**src/rtl/rf_pkg.sv**
```systemverilog
// rf_pkg
// Shared definitions for the register-file writeback sequencer:
//   - default register index / data widths
//   - sequencer FSM state encoding
//   - writeback queue entry layout {reg, data, hl, full}
// No ports (package).
package rf_pkg;

  localparam int REG_W  = 4;
  localparam int DATA_W = 32;

  typedef enum logic [1:0] {
    ST_IDLE   = 2'd0,
    ST_WR_A   = 2'd1,
    ST_PREP_B = 2'd2,
    ST_WR_B   = 2'd3
  } wb_state_e;

  // One queued writeback request. 'hl' selects the high half when 'full' is 0.
  typedef struct packed {
    logic [REG_W-1:0]  reg_idx;
    logic [DATA_W-1:0] data;
    logic              hl;
    logic              full;
  } wb_entry_t;

endpackage

```
**src/rtl/rf_wb_seq_if.sv**
```systemverilog
// rf_wb_seq_if
// Writeback request channel into the sequencer (valid/ready handshake).
//   wb_valid  request present          (master -> slave)
//   wb_ready  queue can accept         (slave  -> master)
//   wb_reg    target register index    (master -> slave)
//   wb_data   write data               (master -> slave)
//   wb_hl     1 = high half, 0 = low   (master -> slave)
//   wb_full   1 = full-width write     (master -> slave)
interface rf_wb_seq_if #(
  parameter int REG_W  = rf_pkg::REG_W,
  parameter int DATA_W = rf_pkg::DATA_W
);

  logic              wb_valid;
  logic              wb_ready;
  logic [REG_W-1:0]  wb_reg;
  logic [DATA_W-1:0] wb_data;
  logic              wb_hl;
  logic              wb_full;

  modport master (
    output wb_valid, wb_reg, wb_data, wb_hl, wb_full,
    input  wb_ready
  );

  modport slave (
    input  wb_valid, wb_reg, wb_data, wb_hl, wb_full,
    output wb_ready
  );

endinterface

```
**src/rtl/rf_wb_fifo.sv**
```systemverilog
// rf_wb_fifo
// Small count-based FIFO holding pending writeback entries.
//   clk, reset   clock, asynchronous active-low reset
//   push         enqueue push_entry (ignored when full)
//   push_entry   entry to enqueue
//   pop          dequeue head (ignored when empty)
//   head         oldest entry (valid when !empty)
//   full, empty  occupancy flags derived from the entry count
module rf_wb_fifo
  import rf_pkg::*;
#(
  parameter int DEPTH = 2
) (
  input  logic      clk,
  input  logic      reset,
  input  logic      push,
  input  wb_entry_t push_entry,
  input  logic      pop,
  output wb_entry_t head,
  output logic      full,
  output logic      empty
);

  localparam int PTR_W = (DEPTH > 1) ? $clog2(DEPTH) : 1;
  localparam int CNT_W = $clog2(DEPTH + 1);

  wb_entry_t        mem [DEPTH];
  logic [PTR_W-1:0] wr_ptr;
  logic [PTR_W-1:0] rd_ptr;
  logic [CNT_W-1:0] count;
  logic             push_ok;
  logic             pop_ok;

  assign full    = (count == CNT_W'(DEPTH));
  assign empty   = (count == '0);
  assign push_ok = push && !full;
  assign pop_ok  = pop && !empty;
  assign head    = mem[rd_ptr];

  // Storage needs no reset; only pointers and count define what is valid.
  always_ff @(posedge clk) begin
    if (push_ok) begin
      mem[wr_ptr] <= push_entry;
    end
  end

  // Pointers wrap explicitly so non-power-of-two depths also work.
  always_ff @(posedge clk or negedge reset) begin
    if (!reset) begin
      wr_ptr <= '0;
      rd_ptr <= '0;
      count  <= '0;
    end else begin
      if (push_ok) begin
        wr_ptr <= (wr_ptr == PTR_W'(DEPTH - 1)) ? '0 : wr_ptr + 1'b1;
      end
      if (pop_ok) begin
        rd_ptr <= (rd_ptr == PTR_W'(DEPTH - 1)) ? '0 : rd_ptr + 1'b1;
      end
      case ({push_ok, pop_ok})
        2'b10:   count <= count + 1'b1;
        2'b01:   count <= count - 1'b1;
        default: count <= count;
      endcase
    end
  end

endmodule

```
**src/rtl/rf_wb_seq.sv**
```systemverilog
// rf_wb_seq
// Sequences queued writebacks onto a half-word-merging register file.
// The file merges halves using a third read port that only refreshes in
// cycles with rf_we=0, so every write cycle is preceded by a non-write
// cycle that points rf_write_reg at the target. Full writes are split into
// a high-half write and a low-half write with a refresh cycle between them.
//   clk, reset            clock, asynchronous active-low reset
//   wb                    writeback request channel (slave side)
//   rd_req                decode wants register reads this cycle
//   rd_port1, rd_port2    read selects, passed straight through
//   rd_ack                previous cycle's read was not blocked by a write
//   rf_we, rf_hl          register-file write enable / half select
//   rf_port1, rf_port2    register-file read selects
//   rf_write_reg, rf_data register-file write target / data
//   busy                  queue non-empty or a write in progress
module rf_wb_seq #(
  parameter int FIFO_DEPTH = 2,
  parameter int REG_W      = rf_pkg::REG_W,
  parameter int DATA_W     = rf_pkg::DATA_W
) (
  input  logic              clk,
  input  logic              reset,
  rf_wb_seq_if.slave        wb,
  input  logic              rd_req,
  input  logic [REG_W-1:0]  rd_port1,
  input  logic [REG_W-1:0]  rd_port2,
  output logic              rd_ack,
  output logic              rf_we,
  output logic              rf_hl,
  output logic [REG_W-1:0]  rf_port1,
  output logic [REG_W-1:0]  rf_port2,
  output logic [REG_W-1:0]  rf_write_reg,
  output logic [DATA_W-1:0] rf_data,
  output logic              busy
);

  import rf_pkg::*;

  wb_state_e state_q;
  wb_state_e state_d;
  wb_entry_t push_entry;
  wb_entry_t head;
  logic      fifo_full;
  logic      fifo_empty;
  logic      push;
  logic      pop;

  assign wb.wb_ready = !fifo_full;
  assign push        = wb.wb_valid && wb.wb_ready;

  always_comb begin
    push_entry         = '0;
    push_entry.reg_idx = wb.wb_reg;
    push_entry.data    = wb.wb_data;
    push_entry.hl      = wb.wb_hl;
    push_entry.full    = wb.wb_full;
  end

  rf_wb_fifo #(
    .DEPTH(FIFO_DEPTH)
  ) u_fifo (
    .clk       (clk),
    .reset     (reset),
    .push      (push),
    .push_entry(push_entry),
    .pop       (pop),
    .head      (head),
    .full      (fifo_full),
    .empty     (fifo_empty)
  );

  assign rf_port1 = rd_port1;
  assign rf_port2 = rd_port2;
  assign busy     = !fifo_empty || (state_q != ST_IDLE);

  always_ff @(posedge clk or negedge reset) begin
    if (!reset) begin
      state_q <= ST_IDLE;
    end else begin
      state_q <= state_d;
    end
  end

  // Every path back to a write passes through IDLE or PREP_B, which keeps
  // rf_we low while rf_write_reg already names the target, so the merge
  // port always holds the current contents of the register being written.
  always_comb begin
    state_d      = state_q;
    rf_we        = 1'b0;
    rf_hl        = 1'b0;
    rf_data      = '0;
    rf_write_reg = '0;
    pop          = 1'b0;
    case (state_q)
      ST_IDLE: begin
        if (!fifo_empty) begin
          rf_write_reg = head.reg_idx;
          state_d      = ST_WR_A;
        end
      end
      ST_WR_A: begin
        rf_we        = 1'b1;
        rf_write_reg = head.reg_idx;
        rf_data      = head.data;
        rf_hl        = head.full ? 1'b1 : head.hl;
        if (head.full) begin
          state_d = ST_PREP_B;
        end else begin
          pop     = 1'b1;
          state_d = ST_IDLE;
        end
      end
      ST_PREP_B: begin
        rf_write_reg = head.reg_idx;
        state_d      = ST_WR_B;
      end
      ST_WR_B: begin
        rf_we        = 1'b1;
        rf_write_reg = head.reg_idx;
        rf_data      = head.data;
        pop          = 1'b1;
        state_d      = ST_IDLE;
      end
      default: begin
        state_d = ST_IDLE;
      end
    endcase
  end

  // A read is only serviced in a cycle where the file is not writing.
  always_ff @(posedge clk or negedge reset) begin
    if (!reset) begin
      rd_ack <= 1'b0;
    end else begin
      rd_ack <= rd_req && !rf_we;
    end
  end

endmodule

```
**src/flat_wrapper.sv**
```systemverilog
// flat-port wrapper written by rule: the top's interface ports become plain ports
module rf_wb_seq_flat import rf_pkg::*;
#(
  parameter int FIFO_DEPTH = 2,
  parameter int REG_W      = rf_pkg::REG_W,
  parameter int DATA_W     = rf_pkg::DATA_W
)
  (clk, reset, rd_req, rd_port1, rd_port2, rd_ack, rf_we, rf_hl, rf_port1, rf_port2, rf_write_reg, rf_data, busy, wb_wb_valid, wb_wb_reg, wb_wb_data, wb_wb_hl, wb_wb_full, wb_wb_ready);
  rf_wb_seq_if #(.REG_W(REG_W), .DATA_W(DATA_W)) wb_i ();
  input  logic clk;
  input  logic reset;
  input  logic rd_req;
  input  logic [REG_W-1:0] rd_port1;
  input  logic [REG_W-1:0] rd_port2;
  output logic rd_ack;
  output logic rf_we;
  output logic rf_hl;
  output logic [REG_W-1:0] rf_port1;
  output logic [REG_W-1:0] rf_port2;
  output logic [REG_W-1:0] rf_write_reg;
  output logic [DATA_W-1:0] rf_data;
  output logic busy;
  input wire logic [$bits(wb_i.wb_valid)-1:0] wb_wb_valid;
  input wire logic [$bits(wb_i.wb_reg)-1:0] wb_wb_reg;
  input wire logic [$bits(wb_i.wb_data)-1:0] wb_wb_data;
  input wire logic [$bits(wb_i.wb_hl)-1:0] wb_wb_hl;
  input wire logic [$bits(wb_i.wb_full)-1:0] wb_wb_full;
  output wire logic [$bits(wb_i.wb_ready)-1:0] wb_wb_ready;
  assign wb_i.wb_valid = wb_wb_valid;
  assign wb_i.wb_reg = wb_wb_reg;
  assign wb_i.wb_data = wb_wb_data;
  assign wb_i.wb_hl = wb_wb_hl;
  assign wb_i.wb_full = wb_wb_full;
  assign wb_wb_ready = wb_i.wb_ready;
  rf_wb_seq #(.FIFO_DEPTH(FIFO_DEPTH), .REG_W(REG_W), .DATA_W(DATA_W)) u_core (.clk(clk), .reset(reset), .wb(wb_i), .rd_req(rd_req), .rd_port1(rd_port1), .rd_port2(rd_port2), .rd_ack(rd_ack), .rf_we(rf_we), .rf_hl(rf_hl), .rf_port1(rf_port1), .rf_port2(rf_port2), .rf_write_reg(rf_write_reg), .rf_data(rf_data), .busy(busy));
endmodule
```
**config.mk**
```make
export PLATFORM = sky130hd
export DESIGN_NAME = rf_wb_seq_flat
export DESIGN_NICKNAME = d
export VERILOG_FILES = /design/src/rtl/rf_pkg.sv /design/src/rtl/rf_wb_seq_if.sv /design/src/rtl/rf_wb_fifo.sv /design/src/rtl/rf_wb_seq.sv /design/src/flat_wrapper.sv
export SDC_FILE = /design/constraint.sdc
export NUM_CORES = 1
export LEC_CHECK = 0
export CORE_ASPECT_RATIO = 0.5
export CORE_MARGIN = 3
export CORE_UTILIZATION = 56
export DETAILED_ROUTE_END_ITERATION = 10
export DONT_BUFFER_PORTS = 1
export GPL_TIMING_DRIVEN = 0
export PLACE_DENSITY = 0.71
export SYNTH_ARGS = -nofsm -noshare
export SYNTH_HDL_FRONTEND = slang
export SYNTH_SLANG_ARGS = --single-unit
```
**constraint.sdc**
```tcl
create_clock -name clk -period 2.5 [get_ports clk]
set_input_delay 0.25 -clock clk [delete_from_list [all_inputs] [get_ports clk]]
set_output_delay 0.25 -clock clk [all_outputs]
set_load 0.02 [all_outputs]
```
Word level (Yosys, flattened, before mapping) --
Memories as Yosys holds them, arrays and structs flattened. Index checks and enable logic that the tools add are counted.
Word-level totals: register bits after elaboration 7, bits in latches 0, RAM bits 76, memory bits (read-only) 0, bits of input ports 50, output and inout bits 49, logic and storage cells 47, memories kept 1
Memories:
- u_core.u_fifo.mem | depth 2, width 38, rd ports 1, clocked after Yosys merged registers in 0, wr ports 1, line rf_wb_fifo.sv:27 | wb_entry_t mem [DEPTH];
Cells by class: add/subtract/negate cells 4, $mul 0, div/mod/pow operators 0, order comparisons 0, equal/unequal tests 7, shifts and indexed selects 0, mux-type cells 16, bitwise operators 0, reductions and logical operators 14
Operator list (number):
- 32-bit 2-to-1 mux | 1
- 2-bit equality test, second input constant | 4
- 1-bit 2-to-1 mux | 8
- 2-bit case mux with 4 select lines | 1
- 4-bit case mux with 2 select lines | 1
- 2-bit by 1-bit equality test with 1-bit output, second input constant | 2
- 1-bit logical AND | 4
- 2-bit logical NOT | 2
- 2-bit 2-to-1 mux | 2
- 4-bit 2-to-1 mux | 1
- 2-bit case mux with 2 select lines | 1
- 2-bit nonzero test | 2
- 1-bit logical NOT | 3
- 3-bit OR reduction | 1
- 1-bit adder, second input constant | 2
- 2-bit by 1-bit adder with 2-bit output, second input constant | 1
- 2-bit inequality test, second input constant | 1
- 1-bit case mux with 2 select lines | 1
- 2-bit OR reduction | 1
- 2-bit by 1-bit subtractor with 2-bit output, second input constant | 1
- 1-bit logical OR | 1

Depth between registers and ports, before layout --
depth in word-level cells 6, mapped depth 9, depth with buffers taken out 7

Cells and area by module --
Synthesis repeated with hierarchy kept, for this count alone.
Unflattened totals: cell total of the unflattened synthesis 199, area, all modules 3460.8 µm²
Modules (own cells, without submodules):
- rf_wb_fifo | instances 1, cells an instance 136, area an instance 2982.9 µm², seq. area each 2382.3 µm²
- rf_wb_seq | instances 1, cells an instance 63, area an instance 478.0 µm², seq. area each 75.1 µm²

Least setup slack after synthesis --
No wires, ideal clock.
kind reg-to-reg, start register u_core.u_fifo.count[0], end memory u_core.u_fifo.mem[0][0] in the netlist's numbering, enable pin, setup time 0.433 ns, arrival time 2.379 ns, required time 2.067 ns, setup slack -0.312 ns, stages on the path, launching flop included 4, path buffers 0, period minus slack after synthesis 2.812 ns, path through dfrtp_1 > nand2b_2 > nand2_2 > nor2_1
Between the ends: word-level cells in the longest chain between the ends 6
Ends and longest elaborated chain:
- from (decl) | line rf_wb_fifo.sv:30 | logic [CNT_W-1:0] count;
- from (signal assigned) | line rf_wb_fifo.sv:61 | 2'b10: count <= count + 1'b1;
- from (signal assigned) | line rf_wb_fifo.sv:62 | 2'b01: count <= count - 1'b1;
- from (signal assigned) | line rf_wb_fifo.sv:63 | default: count <= count;
- 2-bit equality test (*) | line rf_wb_fifo.sv:34 | assign full = (count == CNT_W'(DEPTH));
- 1-bit logical NOT (*) | line rf_wb_seq.sv:48 | assign wb.wb_ready = !fifo_full;
- net wb_wb_ready | line flat_wrapper.sv:28 | output wire logic [$bits(wb_i.wb_ready)-1:0] wb_wb_ready;
- 1-bit logical AND | line rf_wb_seq.sv:49 | assign push = wb.wb_valid && wb.wb_ready;
- 1-bit logical AND (*) | line rf_wb_fifo.sv:36 | assign push_ok = push && !full;
- 1-bit 2-to-1 mux (*) | line rf_wb_fifo.sv:42 | if (push_ok) begin
- 1-bit 2-to-1 mux (implied by the code) (*) | line rf_wb_fifo.sv:43 | mem[wr_ptr] <= push_entry;
- to (decl) | line rf_wb_fifo.sv:27
Mark *: on every way through the listed nets, which the timed path passes. The rest lies on a longest branch.

Worst setup path in the final report --
start register u_core.u_fifo.rd_ptr, end output port rf_hl
Between the ends: word-level cells in the longest chain between the ends 3
Ends and longest elaborated chain:
- from (decl) | line rf_wb_fifo.sv:29 | logic [PTR_W-1:0] rd_ptr;
- from (signal assigned) | line rf_wb_fifo.sv:58 | rd_ptr <= (rd_ptr == PTR_W'(DEPTH - 1)) ? '0 : rd_ptr + 1'b1;
- memory read 2 x 38 bit
- 1-bit 2-to-1 mux | line rf_wb_seq.sv:105 | rf_hl = head.full ? 1'b1 : head.hl;
- 1-bit 2-to-1 mux | line rf_wb_seq.sv:94 | case (state_q)
- to (decl) | line flat_wrapper.sv:17 | output logic rf_hl;
Every way passes these cells.

==> flow_summary.toml <==
[yosys]
synthCells = 201
ys_seq_area_share_pct = 73.34
syn_area_per_cell_sq_um = 16.67
synth_cell_types = 22
synth_area_sq_um = 3351
ys.warnings.count = 0
synth_nets = 252
yosys_register_bits = 83

[route]
wl_per_cell_um = 18.41
final_antenna_net_count = 0
drt_iter0_drc = 85
num_vias = 1792
viasPerCell = 5.430
first_pass_iters = 4
drc = 0
routed_wl_um = 6074

[clock_network]
cts_made_buffers = 9
worstSkewPairLatency_ps = 330
htreeDepth = 3
cts.reportedPaths.clkPinSlew_ps = 50
cts_buffer_depth = 2
postCtsSetupBuffers = 0
cts.repair.resized = 0
root_buffer = "clkbuf_16"
clock-sinks = 83
tritoncts = "done"

[critical_path]
reg2reg_from = "u_core.u_fifo.count[0]"
cp.arrival_ps = 1710
r2r_slack_ps = 560
cp-end-kind = "primary output"
cp-start-kind = "register"
worstPathMaxFanout = 10
required_ps = 2250
cp-startpoint = "u_core.u_fifo.rd_ptr"
worst-setup-path-type = "reg -> out"

[floorplanning]
die_y_um = 60.70
ios = 99
rows = 19
initial_core_util_pct = 59.47
dieArea_sq_um = 7004
coreArea_sq_um = 5634
die_w_um = 115.4

[final_layout]
layout_commonest_cell = "edfxtp_1"
n_antenna_cell = 0
nets = 303
drive_gt1_share_pct = 14.40
final_cell_mix = "76 x edfxtp_1, 39 x dlygate4sd3_1, 37 x mux2i_1"
syn_to_final_growth_pct = 23.75

[global_routing]
grt_pass1_wl_um = 9080
grt_max_degree = 39
gr-usage-met1_pct = 19.04
grt_remaining_overflow = 0
grtUsageMet3_pct = 9.163
grt_use_total_pct = 18.46
first_global_vias = 1885
antenna_found_initial = 0
grt.busiest_layer = "met2"
met2_usage_pct = 33.39

[power]
leakagePower_nw = 1.517
vdd_drop_max_mv = 0.7349
power_density_nw_per_um2 = 1216

[placed_design]
hpwlAfterDp_um = 3645
portBuffers = 0
finalWeightedCongestion = 0.6685

[timing]
final-setup-viol-count = 0
max_freq_mhz = 509.8
slew-limit-headroom_pct = 39.77
worst_pin_slew_ps = 903.5
fin_crit_sh_pct = 78.47
rsz0062_at_grt = "false"
holdWs_ps = 57.44
finClkSkew_ps = 5.860
fin_setup_tns_ps = 0
hold_viol = 0
slew_viol_final = 0
fin_crit_ps = 1962

[flow_run]
maxCapViolCount = 0

[status]
status = "finished, final reports clean"

[worst_hold_path]
hold_path_class = "in -> reg"
hold_start = "rd_req"
-- sequential cells by signal, summed over array words and instances (netlist names), named ones only --
signal                flops
u_core.u_fifo.mem        76
u_core.u_fifo.count       2
u_core.rd_ack             1
u_core.state_q            1
u_core.u_fifo.rd_ptr      1
u_core.u_fifo.wr_ptr      1
-- critical path, cell delays in order (launching register included) --
cell,delay [ps]
dfrtp_1,310
buf_2,160
buf_6,170
nor3_1,70
a211oi_1,670
-- Yosys cell counts, drive strengths merged --
cell	count	area, sq um
edfxtp	76	2282
mux2i	37	370.4
nor2b	35	219.0
buf	17	121.4
nor2	10	37.54
dfrtp	7	175.2
nand2b	3	21.27
o21ai	3	15.01
xnor2	3	26.28
a211oi	1	7.510
and3	1	6.260
clkbuf	1	3.750
ha	1	12.51
inv	1	3.750
nand2	1	6.260
nor3	1	5.000
nor4	1	21.27
o31ai	1	7.510
xor2	1	8.760
-- logic make-up (layout without fill, tap and decap cells) --
kind of cell	after synthesis	after routing	synth area share, %
adders and majority gates	1	1	0.3734
xor gates and xnor gates	4	4	1.046
and+or+nand+nor	52	52	9.448
AOI/OAI and AO/OA	5	5	0.8962
DFF	83	83	73.34
buffers and inverters	19	75	3.846
muxes	37	37	11.05
-- final timing paths --
path,to,depth (start not counted)
min reg2reg,u_core.u_fifo.wr_ptr,1
max reg2reg,u_core.u_fifo.mem[1][23],2
min,u_core.rd_ack,1
max in group asynchronous,u_core.u_fifo.rd_ptr,1
max,rf_hl,4
min in group asynchronous,u_core.rd_ack,1
-- stage by stage --
step                      instances  setup slack (ps)  area, sq um  total power, mW  util [%]
after CTS                       330             498.1         4146            5.077     73.60
after global routing            330             408.1         4146            5.293     73.60
after floorplan                 201             320.8         3353            3.459         -
after global placement          274            -224.0         3445            3.702     61.14
after detailed placement        275             528.9         3471            3.772     61.60
final                           330             538.3         4146            5.041     73.60
-- report_power, final --
| part | leakage [nW] | switching [mW] | internal, mW | total [mW] |
|---|---|---|---|---|
| Clock | 0.140 | 0.491 | 0.764 | 1.25 |
| Combinational | 0.587 | 1.14 | 0.591 | 1.73 |
| Sequential | 0.790 | 0.145 | 1.91 | 2.06 |
-- what timing repair did --
action,CTS,global route
hold endpoints to repair,83,0
hold buffers,39,0
endpoints found under the setup margin,0,0
-- layout make-up --
| cell class | count | area [sq um] |
|---|---|---|
| clock buffer | 10 | 229.0 |
| timing repair buffer | 40 | 410.4 |
| clock inverter | 6 | 56.30 |
| sequential | 83 | 2457 |
| fill | 358 | 1488 |
| multi-input combinational | 99 | 773.2 |
| buffer | 18 | 125.1 |
| tap | 73 | 91.34 |
| inverter | 1 | 3.754 |
-- metal layers --
| layer | wire (um) | share of wire [%] |
|---|---|---|
| met1 | 2376 | 39 |
| met2 | 3111 | 51 |
| met3 | 483 | 8.0 |
| met4 | 103 | 1.7 |
| met5 | 0 | 0 |
Note: power is estimated with default switching activity, not from simulation.
